## src/rtl/pool_window_gather.sv

```systemverilog
// rtl/pool_window_gather.sv - gathers raster pixels into packed 2x2 windows for max pooling
module pool_window_gather #(
  parameter int IMG_WIDTH  = 8,
  parameter int IMG_HEIGHT = 8,
  parameter int DATA_W     = 32
) (
  input  logic                  clk,
  input  logic                  rst,
  input  logic                  flush,
  input  logic                  in_valid,
  output logic                  in_ready,
  input  logic [DATA_W-1:0]     in_data,
  output logic                  out_valid,
  input  logic                  out_ready,
  output logic [4*DATA_W-1:0]   out_window,
  output logic                  out_last
);

  localparam int CW = (IMG_WIDTH  > 1) ? $clog2(IMG_WIDTH)  : 1;
  localparam int RW = (IMG_HEIGHT > 1) ? $clog2(IMG_HEIGHT) : 1;
  localparam logic [CW-1:0] COL_LAST = CW'(IMG_WIDTH - 1);
  localparam logic [RW-1:0] ROW_LAST = RW'(IMG_HEIGHT - 1);

  logic [CW-1:0]     col;
  logic [RW-1:0]     row;
  logic [DATA_W-1:0] linebuf [IMG_WIDTH];
  logic [DATA_W-1:0] rd_data;
  logic [DATA_W-1:0] top_left;
  logic [DATA_W-1:0] b0;
  logic              xfer;
  logic              odd_row;
  logic              odd_col;
  logic              lb_wr;

  // A pending window blocks input only until downstream takes it
  assign in_ready = !out_valid || out_ready;
  assign xfer     = in_valid && in_ready;
  assign odd_row  = row[0];
  assign odd_col  = col[0];

  // Single read port: at an even column of an odd row it fetches the future
  // top-left, at the odd column it supplies the top-right directly
  assign rd_data  = linebuf[col];

  // Flush wins over a simultaneous transfer, so no write happens then either
  assign lb_wr    = xfer && !flush && !odd_row;

  // Line buffer holds the even (top) row; contents need no reset
  always_ff @(posedge clk) begin
    if (lb_wr) begin
      linebuf[col] <= in_data;
    end
  end

  // Position counters, bottom-row hold registers and registered window output
  always_ff @(posedge clk or posedge rst) begin
    if (rst) begin
      col        <= '0;
      row        <= '0;
      b0         <= '0;
      top_left   <= '0;
      out_valid  <= 1'b0;
      out_window <= '0;
      out_last   <= 1'b0;
    end else if (flush) begin
      col       <= '0;
      row       <= '0;
      out_valid <= 1'b0;
      out_last  <= 1'b0;
    end else begin
      if (out_valid && out_ready) begin
        out_valid <= 1'b0;
      end
      if (xfer) begin
        if (col == COL_LAST) begin
          col <= '0;
          row <= (row == ROW_LAST) ? '0 : row + 1'b1;
        end else begin
          col <= col + 1'b1;
        end
        if (odd_row) begin
          if (!odd_col) begin
            b0       <= in_data;
            top_left <= rd_data;
          end else begin
            out_window <= {in_data, b0, rd_data, top_left};
            out_valid  <= 1'b1;
            out_last   <= (row == ROW_LAST) && (col == COL_LAST);
          end
        end
      end
    end
  end

endmodule

```

## config.mk

```make
export PLATFORM = sky130hd
export DESIGN_NAME = pool_window_gather
export DESIGN_NICKNAME = d
export VERILOG_FILES = /design/src/rtl/pool_window_gather.sv
export SDC_FILE = /design/constraint.sdc
export NUM_CORES = 1
export LEC_CHECK = 0
export CAP_MARGIN = 20
export CORE_ASPECT_RATIO = 0.9
export CORE_MARGIN = 2
export CORE_UTILIZATION = 35
export CTS_BUF_LIST = sky130_fd_sc_hd__clkbuf_2
export DETAILED_ROUTE_END_ITERATION = 16
export PLACE_DENSITY = 0.57
export SLEW_MARGIN = 20
export SYNTH_ARGS = -nofsm -noshare
export SYNTH_HDL_FRONTEND = slang
export SYNTH_SLANG_ARGS = --single-unit
```

## constraint.sdc

```tcl
create_clock -name clk -period 7.4 [get_ports clk]
set_input_delay 1.11 -clock clk [delete_from_list [all_inputs] [get_ports clk]]
set_output_delay 1.11 -clock clk [all_outputs]
set_load 0.005 [all_outputs]
```

==> metrics.txt, run 1 <==
status=complete, no violations; metal3 WL=2420 um; f_max=0.228 GHz; mux share of post-synthesis cell area=16.9%; Port Buf Inserts=167; Synth Instances=1049; 1st-iter DRT viols=707; Worst Setup End Kind=primary output; PD cells=216 nW/um2; placed cell area=20300 um2; Area contributors post-synth=edfxtp_1 (43%), dfrtp_1 (28%), mux2_4 (7.5%); root buffer cell=clkbuf_2; top sig layer=met4; VDD IR-drop max=0.110 mV; number of global-route vias before repair=10600; Final Hold Fails=0; unrepaired setup endpoints after global routing=no; CTS Sinks=456; Worst-path clk slew=100 ps; Setup CP Type=input pin to primary output; final setup violating endpoints=0; largest family of logic cells by synthesized area=multiplexers; Area growth syn-to-layout=19.4%; slew margin rel.=28.9%; core area=50600 um2; vias per cell=4.99; Place WS=2470 ps; Seq cells post-synth=456; # IOs=168; Post-CTS Setup Inserts=0; final wirelength=44000 um; syn_nets=1090; Clock Latency Late Sink=1080 ps; Adder-Cell Fraction of Synth Area=0.279%; cell area after synthesis=18000 um2; most frequent cell after synthesis=edfxtp_1; sequential share of the synthesized area=70.7%; GPL Wtd Cong=0.717; Post-synth EDFFs=256; Hold Slack=405 ps; top post-synthesis cells by count=edfxtp_1 (256), dfrtp_1 (200), a31oi_1 (128); drt wl/cell=21.4 um; CTS buffer count=117; Initial Util=35.5%; Yosys cell types=36; Crit path arrival time=3290 ps; Vias=10300; Setup TNS=0 ps; Period minus WS final=4400 ps; row cnt=78; xor/xnor cell area share of the yosys netlist=0%; GRT Util Overall=16.6%; Max Fanout on Critical Path=35; Max Cap Viol=0; # resized after CTS=0; drt drc=0; startpoint types=input pin; clock tree buffer depth=3; largest net degree at the start of global routing=134; first-pass GRT wire length=66400 um; Worst-Margin Slew=1070 ps; H-tree levels=3; DIE AREA=53200 um2; Die Y=219 um; Slew Limit Fails=0; Die W=243 um; Syn Area/Cell=17.1 um2; share of the synthesized area in the top cell type=42.8%; routed length on met2=19600 um; static leakage=8.34 nW; Main synth FF type=edfxtp_1; met1 wire length=21200 um; ys async rst share=43.9%; Tcrit/Tclk final=59.4%; antenna violations before repair=3; share of cells above drive strength 1=23.7%; Req. time, crit path=6290 ps; Util after Layout=42.4%; clock skew=112 ps; Pre-antenna DRT Iters=4; Worst Setup Slack, final=3000 ps; post-route ant nets=0; hold crit path type=input pin to async pin; number of synthesis warnings=0; hpwl dp=26300 um; Synth Area in Simple Gates=1.52%; post-route design area=21400 um2; fin nets=1317; CTS tree=built; leading area contributor after synthesis=edfxtp_1; # hold bufs at CTS=0; GRT overflow=0; complex-gate fraction of the synthesized area=8.00%
==> cell usage in the layout, fill, tap and decap left out, types with 12 or more instances in the layout <==
| cell type | count |
|---|---|
| mux2_1 | 38 |
| mux2_4 | 90 |
| clkdlybuf4s50_1 | 167 |
| edfxtp_1 | 256 |
| dfrtp_1 | 198 |
| clkbuf_2 | 178 |
| buf_4 | 12 |
| clkinv_1 | 29 |
| o22a_1 | 57 |
| mux2i_1 | 114 |
| a31oi_1 | 128 |
==> final timing paths <==
| kind | start | slack [ps] | endpoint | cells after the start |
|---|---|---|---|---|
| max | out_ready | 3000 | in_ready | 4 |
| min | rst | 400 | top_left[21] | 2 |
| max reg2reg | out_valid | 3730 | out_window[126] | 6 |
| min reg2reg | b0[20] | 490 | b0[20] | 1 |
| max in group asynchronous | rst | 5820 | out_window[79] | 3 |
| min in group clk | b0[20] | 490 | b0[20] | 1 |
==> metal layers <==
| metal | global-route usage [%] | up-vias |
|---|---|---|
| met5 | 0 | - |
| met1 | 23.7 | 5279 |
| met3 | 4.01 | 59 |
| met4 | 5.52 | 0 |
| met2 | 24.7 | 302 |
| li1 | - | 4634 |
==> cell type report <==
type	instances	area, um2
clock inverter	43	210
multi-input combinational	511	4870
inverter	5	26.3
sequential	456	12700
fill	4720	29100
clock buffer	178	891
antenna	2	5.00
tap	680	851
timing repair buffer	185	1900
==> sequential cells by signal, summed over array words and instances (netlist names) <==
signal      count
linebuf       256
row             3
out_last        1
top_left       32
b0             32
out_window    128
out_valid       1
col             3
==> where the power goes <==
group | leakage [nW] | total (mW) | switching [mW] | internal (mW)
Combinational | 2.39 | 0.215 | 0.141 | 0.0732
Sequential | 5.10 | 2.72 | 0.0126 | 2.71
Clock | 0.851 | 1.71 | 1.02 | 0.685
==> metrics by stage <==
stage	cells	total power, mW
after global routing	2059	4.87
after floorplan	1049	2.89
after detailed placement	1836	2.99
after CTS	2057	4.72
after global placement	1833	2.98
final	2060	4.64
==> cell families after synthesis <==
kind of cell | after synthesis
AO/OA/AOI/OAI | 207
multiplexers | 250
AND/OR/NAND/NOR | 50
adder cells (fa/ha/maj) | 4
buffers and inverters | 82
flip-flops | 456
==> critical path: stages <==
cell             delay, ps
clkdlybuf4s50_1        400
nor2b_1                680
inv_2                  500
clkdlybuf4s50_1        580
Power figures use the tool's default switching activity.
==> run 2: changes to the inputs <==
Settings changed: PLACE_DENSITY 0.57 to 0.59.
Clock period 7.4 ns to 3.7 ns, I/O delays scaled along.
==> metrics.txt, run 2 (same netlist as run 1, synthesis figures left out) <==
Die W=243 um; CTS Sinks=456; core area=50600 um2; drt drc=0; startpoint types=register; Regs by FF count=linebuf x256, out_window x128; H-tree levels=3; CTS buffer count=114; Pre-antenna DRT Iters=7; clock skew=81.2 ps; row cnt=78; Vias=10300; vias per cell=4.94; final wirelength=43600 um; Switching Power=2.34 mW; GPL Wtd Cong=0.768; VDD IR-drop max=0.169 mV; Period minus WS final=3380 ps; Hold Slack=290 ps; PD cells=431 nW/um2; hpwl dp=26300 um; post-route ant nets=0; f_max=0.296 GHz; Area growth syn-to-layout=20.8%; Max Cap Viol=0; Tcrit/Tclk final=91.3%; # fillers=4663; clock tree buffer depth=3; Setup TNS=0 ps; share of total power in sequential cells=58.1%; Setup CP Type=register to primary output; Total Power=9.36 mW; final setup violating endpoints=0; Req. time, crit path=3140 ps; R2R depth=4; fin nets=1332; unrepaired setup endpoints after global routing=no; multi-input logic area=4870 um2; Final Hold Fails=0; Slew Limit Fails=0; Max Fanout on Critical Path=12; Die Y=219 um; placed cell area=20500 um2; Port Buf Inserts=167; DIE AREA=53200 um2; Initial Util=35.5%; share of cells above drive strength 1=23.7%; internal power=7.02 mW; antenna violations before repair=3; FF+latch area=12700 um2; Crit path arrival time=2820 ps; largest net degree at the start of global routing=64; Reg with most FFs=linebuf; Util after Layout=42.9%; GRT overflow=0; Worst Hold Path Cells=1; Largest register FFs=256; first-pass GRT wire length=65800 um; Worst Setup End Kind=primary output; post-route design area=21700 um2; Clock Latency Late Sink=1090 ps; status=complete, no violations; most common cell after layout, fill and taps aside=edfxtp_1; Net Sw Frac=25.0%; 1st-iter DRT viols=780; Combinational Power Share=4.6%; Worst-Margin Slew=866 ps; CTS tree=built; root buffer cell=clkbuf_2; GRT Util Overall=16.4%; hold crit path type=input pin to register; Worst-path clk slew=100 ps; # IOs=168; Clock Power Share=37.3%; # resized after CTS=0; most frequent cells in the layout=edfxtp_1 (256), dfrtp_1 (198), clkbuf_2 (168); drt wl/cell=21.0 um; number of global-route vias before repair=10600; static leakage=8.41 nW; slew margin rel.=42.1%
==> run 2: cell count changes in the layout (fill, tap and decap cells not counted), moves of 2 or more <==
cell,before,now
buf_12,2,14
clkbuf_2,178,168
buf_4,12,21
clkinv_2,10,3
clkinv_1,29,35
diode_2,2,6
buf_16,3,0
bufinv_16,1,3
clkinvlp_4,0,2
==> run 2: what timing repair did <==
item                      CTS  global route
setup buffers               0             0
hold endpoints to repair   25             0
hold buffers                1             0
==> run 2: power by group through the flow <==
stage	combinational, mW	sequential (mW)	clock [mW]
after floorplan	0.256	5.53	0
after global placement	0.430	5.55	0
after detailed placement	0.435	5.55	0
after CTS	0.438	5.44	3.65
after global routing	0.471	5.45	3.94
final	0.432	5.44	3.49
==> run 2: routing by layer <==
layer	up-vias	GRT usage, %	share of wire, %
li1	4681	-	-
met1	5183	23.6	48
met2	323	24.3	44
met3	63	4.10	5.6
met4	0	5.26	1.7
met5	-	0	0
==> run 2: final timing paths <==
kind,from,to,slack (ps)
min in group asynchronous,rst,top_left[25],560
max in group asynchronous,rst,out_window[91],2290
max reg2reg,col[0],top_left[1],1240
min reg2reg,b0[0],b0[0],490
min,in_data[9],linebuf[2][9],290
max,out_valid,in_ready,320
==> run 2: critical path, cell delays in order (launching register included) <==
cell,delay [ps]
dfrtp_1,350
nor2b_1,630
inv_2,280
clkdlybuf4s50_1,520
==> run 2: cell type report <==
| class | instances | area share (%) |
|---|---|---|
| Antenna cell | 6 | 0.0692 |
| Clock buffer | 168 | 3.88 |
| Clock inverter | 46 | 1.27 |
| Inverter | 5 | 0.104 |
| Multi-Input combinational cell | 511 | 22.4 |
| Sequential cell | 456 | 58.5 |
| Tap cell | 680 | 3.92 |
| Timing Repair Buffer | 203 | 9.77 |
==> run 2: per-stage QoR <==
| stage | cells | setup WS [ps] |
|---|---|---|
| final | 2075 | 324 |
| after detailed placement | 1854 | 486 |
| after global routing | 2072 | 71.2 |
| after global placement | 1854 | 572 |
| after CTS | 2069 | 191 |
| after floorplan | 1049 | 449 |
==> run 3: changes to the inputs <==
Settings changed: GPL_TIMING_DRIVEN set to 0, TNS_END_PERCENT set to 30.
==> metrics.txt, run 3 (same netlist as run 1, synthesis figures left out) <==
Largest register FFs=256; unrepaired setup endpoints after global routing=no; Worst-path clk slew=100 ps; row cnt=78; Most Crowded Layer GR=met2; 1st-iter DRT viols=913; fin cells=2137; hpwl dp=33000 um; Worst Setup End Kind=primary output; Crit path arrival time=2720 ps; root buffer cell=clkbuf_2; Period minus WS final=3270 ps; Reg with most FFs=linebuf; Die W=243 um; Tcrit/Tclk final=88.4%; Total Power=9.33 mW; core area=50600 um2; final wirelength=47400 um; crit path from=out_valid; DIE AREA=53200 um2; antenna violations before repair=1; share of cells above drive strength 1=25.3%; GRT overflow=0; Switching Power=2.37 mW; GR Layer Usage met3=4.04%; status=complete, no violations; Vias=10700; VDD IR-drop max=0.172 mV; Slew Limit Fails=0; first-pass GRT wire length=70600 um; Max Fanout on Critical Path=19; hold crit path type=input pin to register; most frequent cells in the layout=edfxtp_1 (256), dfrtp_1 (200), clkbuf_2 (183); post-route ant nets=0; largest net degree at the start of global routing=35; startpoint types=register; number of global-route vias before repair=11100; Req. time, crit path=3140 ps; Worst Hold Path Cells=3; R2R Setup Slk=540 ps; Place WS=370 ps; most common cell after layout, fill and taps aside=edfxtp_1; Initial Util=35.5%; share of total power in sequential cells=58.1%; clock skew=80.2 ps; static leakage=8.70 nW; Clock Latency Late Sink=1110 ps; GPL Wtd Cong=0.832; internal power=6.96 mW; min-delay src=flush; RR Startpoint=col[2]; clock tree buffer depth=3; Setup CP Type=register to primary output; placed cells=1918; Final Hold Fails=0; slew margin rel.=48.1%; drt drc=0; Clock Power Share=36.6%; GRT Util Overall=18.0%; drt wl/cell=22.2 um; Worst-Margin Slew=777 ps; final setup violating endpoints=0; PD cells=423 nW/um2; # IOs=168; R2R depth=7; fin nets=1399; vias per cell=4.99; Combinational Power Share=5.4%; Area growth syn-to-layout=22.8%; Max Cap Viol=0; Die Y=219 um; met2 GRT Util=27.9%; end of the worst register-to-register path=linebuf[4][26]; met1 GRT Util=24.6%; Regs by FF count=linebuf x256, out_window x128; CTS Sinks=456; H-tree levels=3; Worst Setup Slack, final=428 ps; Net Sw Frac=25.4%; CTS tree=built; Port Buf Inserts=165; Pre-antenna DRT Iters=6; worst setup path endpoint=in_ready; f_max=0.306 GHz; CTS buffer count=115
run 3: timing repair:
item | in CTS | in global routing
setup endpoints to repair | 0 | 1
buffers inserted | 0 | 0
hold buffers | 4 | 0
gates resized for setup | 0 | 0
hold endpoints to repair | 24 | 0
run 3: worst min path at each step:
stage,to
after floorplan,b0[0]
after global placement,b0[17]
after detailed placement,b0[14]
after CTS,out_last
after global routing,row[2]
final,out_last
run 3: routing by layer:
| layer | part of all wire (%) | routed length [um] |
|---|---|---|
| met3 | 6.4 | 3020 |
| met4 | 2.2 | 1050 |
| met5 | 0 | 0 |
| met1 | 46 | 21600 |
| met2 | 46 | 21800 |
run 3: area by class of cell:
| type | count | area [um2] |
|---|---|---|
| antenna | 1 | 2.50 |
| buffer | 76 | 454 |
| clock buffer | 183 | 916 |
| clock inverter | 32 | 151 |
| fill | 4641 | 28500 |
| inverter | 5 | 22.5 |
| multi-input combinational | 511 | 4850 |
| sequential | 456 | 12700 |
| tap | 680 | 851 |
| timing repair buffer | 193 | 2110 |
run 3: critical path, stage by stage, from the launching register on:
cell and delay, ps:
dfrtp_1 400, nor2b_1 170, inv_1 90, buf_2 340, clkdlybuf4s50_1 600
run 3: power by group through the flow:
stage                     combinational (mW)  sequential [mW]  clock (mW)
after floorplan                        0.255             5.53           0
after global placement                 0.459             5.53           0
after detailed placement               0.501             5.53           0
after CTS                              0.506             5.42        3.54
after global routing                   0.542             5.42        3.80
final                                  0.500             5.42        3.41
run 3: stage by stage:
stage / utilization, % / cell area (um2) / TNS (ps) / hold WS, ps
after floorplan: - / 18000 / -21280 / 458
after global placement: 40.5 / 20500 / -647680 / 467
after detailed placement: 41.4 / 20900 / 0 / 475
after CTS: 43.6 / 22100 / 0 / 145
after global routing: 43.6 / 22100 / 0 / 204
final: 43.6 / 22100 / 0 / 239
==> RTL edit 1, RTL diff (settings of run 1) <==
The parameter `DATA_W` goes from 32 to 28.
--- a/src/rtl/pool_window_gather.sv
+++ b/src/rtl/pool_window_gather.sv
@@ -2,7 +2,7 @@
 module pool_window_gather #(
   parameter int IMG_WIDTH  = 8,
   parameter int IMG_HEIGHT = 8,
-  parameter int DATA_W     = 32
+  parameter int DATA_W     = 28
 ) (
   input  logic                  clk,
   input  logic                  rst,
Interface: changed (resized in_data and out_window); port bits go from 168 to 148. No check against the original RTL was run, so the function may have changed too.
==> RTL edit 1 against run 1 <==
Non-clock buffer count down 27. Cell area down 13%. Sequential cell count down 56. Area after synthesis down 13%. Largest power group unchanged. Total power down 12%. Global-route usage down 0.61 points. Highest routed layer unchanged. Wire length down 18%. Setup slack worse by 280 ps.
==> RTL edit 1: results (changes against run 1) <==
The met3 layer wire length in the routed design was 2080 µm (was 2420 µm). The vias after detailed routing is 9006 (was 10300). The sequential cell area fraction in the yosys report was 0.711 (was 0.707); the post-placement setup slack was 2410 ps (was 2470 ps). Met2 demand-to-capacity share in global routing: 0.241 (was 0.247). Endpoint of the worst-slack reg-to-reg timing path: out_window[88] (was out_window[126]). The largest fanout on the critical path is 64 (was 35), and the count of cells along the worst register-to-register path is 5 (was 6). The tools report the register-to-register path setup slack as 3800 ps (was 3730 ps). The mean routed wirelength per cell was 19.9 µm (was 21.4 µm); the post-synthesis cell area was 15700 µm² (was 18000 µm²). Number of unique standard cell types used by synthesis: 37 (was 36).

The tools report the synthesized net count as 963 (was 1090). The transition at the pin with the smallest max-transition slack is 1090 ps (was 1070 ps), and the via count of the first global-routing pass is 9263 (was 10600). The synthesized-area fraction occupied by ao, oa, aoi and oai cells was 0.0789 (was 0.0800); the met1 routing resource usage after global routing was 0.222 (was 0.237).

The number of clock buffers inserted by TritonCTS is 102 (was 117), and the final-layout clock-cell area share is 0.0511 (was 0.0514). The arrival time of data at the critical path endpoint was 3560 ps (was 3290 ps). The logs give 0.0443 (was 0.0401) for the met3 routing resource usage after global routing and 4154 (was 4720) for the fill cell instance count of the final layout. The logs give 2 (was 3) for the initial antenna violation count and 469 ps (was 405 ps) for the final hold slack. The run finished with clean final reports. Share of synthesized cell area in full adder, half adder and majority cells: 0.00319 (was 0.00279). The count of buffers from port buffering is 147 (was 167).

The number of clock buffer instances in the layout is 161 (was 178), and the combinational group power is 180 µW (was 215 µW). The data-path buffer share of cell area in the final layout works out to 0.0844 (was 0.0884). The tools report the net switching power of the design as 1020 µW (was 1180 µW). Insertion delay to the later sink of the worst-skew pair: 1030 ps (was 1080 ps). The initial detailed-routing violation count is 587 (was 707).
## RTL edit 1: changes by cell type after synthesis, moves of 8 or more
| cell | run 1 | this run |
|---|---|---|
| sky130_fd_sc_hd__a31oi_1 | 128 | 110 |
| sky130_fd_sc_hd__o22a_1 | 57 | 40 |
| sky130_fd_sc_hd__dfrtp_1 | 200 | 176 |
| sky130_fd_sc_hd__mux2i_1 | 114 | 83 |
| sky130_fd_sc_hd__edfxtp_1 | 256 | 224 |
| sky130_fd_sc_hd__a22oi_1 | 7 | 15 |
| sky130_fd_sc_hd__mux2_1 | 38 | 0 |
| sky130_fd_sc_hd__nand2b_1 | 8 | 16 |
| sky130_fd_sc_hd__mux2_2 | 6 | 66 |
| sky130_fd_sc_hd__mux2_4 | 90 | 50 |
| sky130_fd_sc_hd__buf_6 | 14 | 4 |
==> RTL edit 2, RTL diff (settings of run 1) <==
Made on the original files. Reset style: synchronous (`rst`), changed in one clocked block.
--- a/src/rtl/pool_window_gather.sv
+++ b/src/rtl/pool_window_gather.sv
@@ -53,7 +53,7 @@
   end
 
   // Position counters, bottom-row hold registers and registered window output
-  always_ff @(posedge clk or posedge rst) begin
+  always_ff @(posedge clk) begin
     if (rst) begin
       col        <= '0;
       row        <= '0;
Formal check against the unedited RTL: no difference found for any inputs over 4 cycles, from zero or initial values and one cycle with rst high; that may be too few to reach the edited logic, so the function may still have changed.
==> RTL edit 2 against run 1 <==
Setup slack gained 790 ps. Worst hold slack better by 32 ps. Via count increased by 2.0%. Cell area shrank 6.3%. Wire length is 9.6% lower. Sequential share of layout area shrank 0.73 points. Highest routed layer unchanged. Area after synthesis decreased by 7.3%. Sequential cell count is 3 higher. Register-to-register slack better by 890 ps. Largest cell class unchanged. Total power down 0.76%. Clock power grew 3%. First-iteration DRC count fell by 3.1%.
==> RTL edit 2: results (changes against run 1) <==
The run gives 110 µV (about the same) as the maximum VDD drop. The total of plain and repair buffers excluding clock buffers works out to 184 (was 185). The area of placed instances was 18900 µm² (was 20300 µm²). The count of inserted antenna diode cells was 4 (was 2); the total wirelength of the detailed-routed design was 39800 µm (was 44000 µm). Largest fanout on the critical path: 11 (was 35). The number of clock buffer instances in the layout is 183 (was 178). The endpoint of the worst-slack reg-to-reg timing path was top_left[0] (was out_window[126]). The number of clock buffers inserted by TritonCTS was 114 (was 117); the maximum number of pins on one net before global-route repair was 126 (was 134). The fill cell instance count of the final layout is 4377 (was 4720). Switching part of the total power: 0.239 (was 0.254).

The number of unique standard cell types used by synthesis was 27 (was 36). The async set or reset register ratio after synthesis was 0 (was 0.439); the global-route usage over all layers was 0.163 (was 0.166). The tools report the final RePlAce weighted congestion as 0.722 (was 0.717). The initial detailed-routing violation count was 685 (was 707).

Detailed placement HPWL: 23200 µm (was 26300 µm). Type of the worst min-delay path: reg2reg (was in2async). The startpoint identified for the worst hold timing path is top_left[21].

The register-to-register path setup slack came out at 4620 ps (was 3730 ps). Insertion delay to the later sink of the worst-skew pair: 1090 ps. The flow ran to the end, and the final reports show no timing, DRC or antenna violations. Number of signal-net inverters in the final layout: 0 (was 5). The transition at the pin with the smallest max-transition slack is 1060 ps (was 1070 ps). For the final hold slack, the log shows 436 ps (was 405 ps). Initial antenna violation count: 2 (was 3). The count of cells along the worst register-to-register path works out to 5 (was 6).

The synthesized net count was 1305 (was 1090). The fraction of layout instances using a drive strength above 1 is 0.202 (was 0.237). Top area cells in the synthesized netlist: sky130_fd_sc_hd__edfxtp_1, sky130_fd_sc_hd__dfxtp_1, sky130_fd_sc_hd__mux4_2 (was sky130_fd_sc_hd__edfxtp_1, sky130_fd_sc_hd__dfrtp_1, sky130_fd_sc_hd__mux2_4).

The ratio of total power to cell area was 229 nW/µm² (was 216 nW/µm²); the vias after detailed routing was 10500 (was 10300). The capturing instance or port of the critical path is in_ready (unchanged). The tools report the global-route wire length before repair as 60400 µm (was 66400 µm). Ranking of synthesized cells by instance count: sky130_fd_sc_hd__nand2_1, sky130_fd_sc_hd__edfxtp_1, sky130_fd_sc_hd__dfxtp_1 (was sky130_fd_sc_hd__edfxtp_1, sky130_fd_sc_hd__dfrtp_1, sky130_fd_sc_hd__a31oi_1). The logs give 0.706 (was 0.707) for the sequential cell area fraction in the yosys report and 0.382 (was 0.368) for the portion of total power attributed to the clock network. The multi-input combinational cell count is 721 (was 511), and the data-path buffer share of cell area in the final layout is 0.0939 (was 0.0884).

The area occupied by multi-input gates came out at 4570 µm² (was 4870 µm²).
RTL edit 2: logic make-up after synthesis:
group,count (synthesis),share of synthesized area
compound gates,134,0.0403
fa+ha+maj,4,0.00301
simple gates,485,0.118
flops,459,0.706
buf+inv,84,0.0237
mux,98,0.109
RTL edit 2: critical path: stages:
cell	delay, ps
sky130_fd_sc_hd__clkdlybuf4s50_1	450
sky130_fd_sc_hd__nand2b_1	350
sky130_fd_sc_hd__clkdlybuf4s50_1	580
RTL edit 2: metal layers:
metal	vias up	wire length, µm	GRT usage
met5	-	0	0
met4	0	685	0.0543
met3	61	2480	0.0494
met2	288	17000	0.234
met1	5128	19600	0.235
li1	5000	-	-
RTL edit 2: stage by stage:
stage / total power (µW) / cells / worst slack (ps)
final: 4600 / 2194 / 3800
after floorplan: 2830 / 1264 / 2670
after global placement: 2900 / 1975 / 3270
after global routing: 4830 / 2194 / 3730
after detailed placement: 2910 / 1975 / 3210
after CTS: 4690 / 2185 / 3810
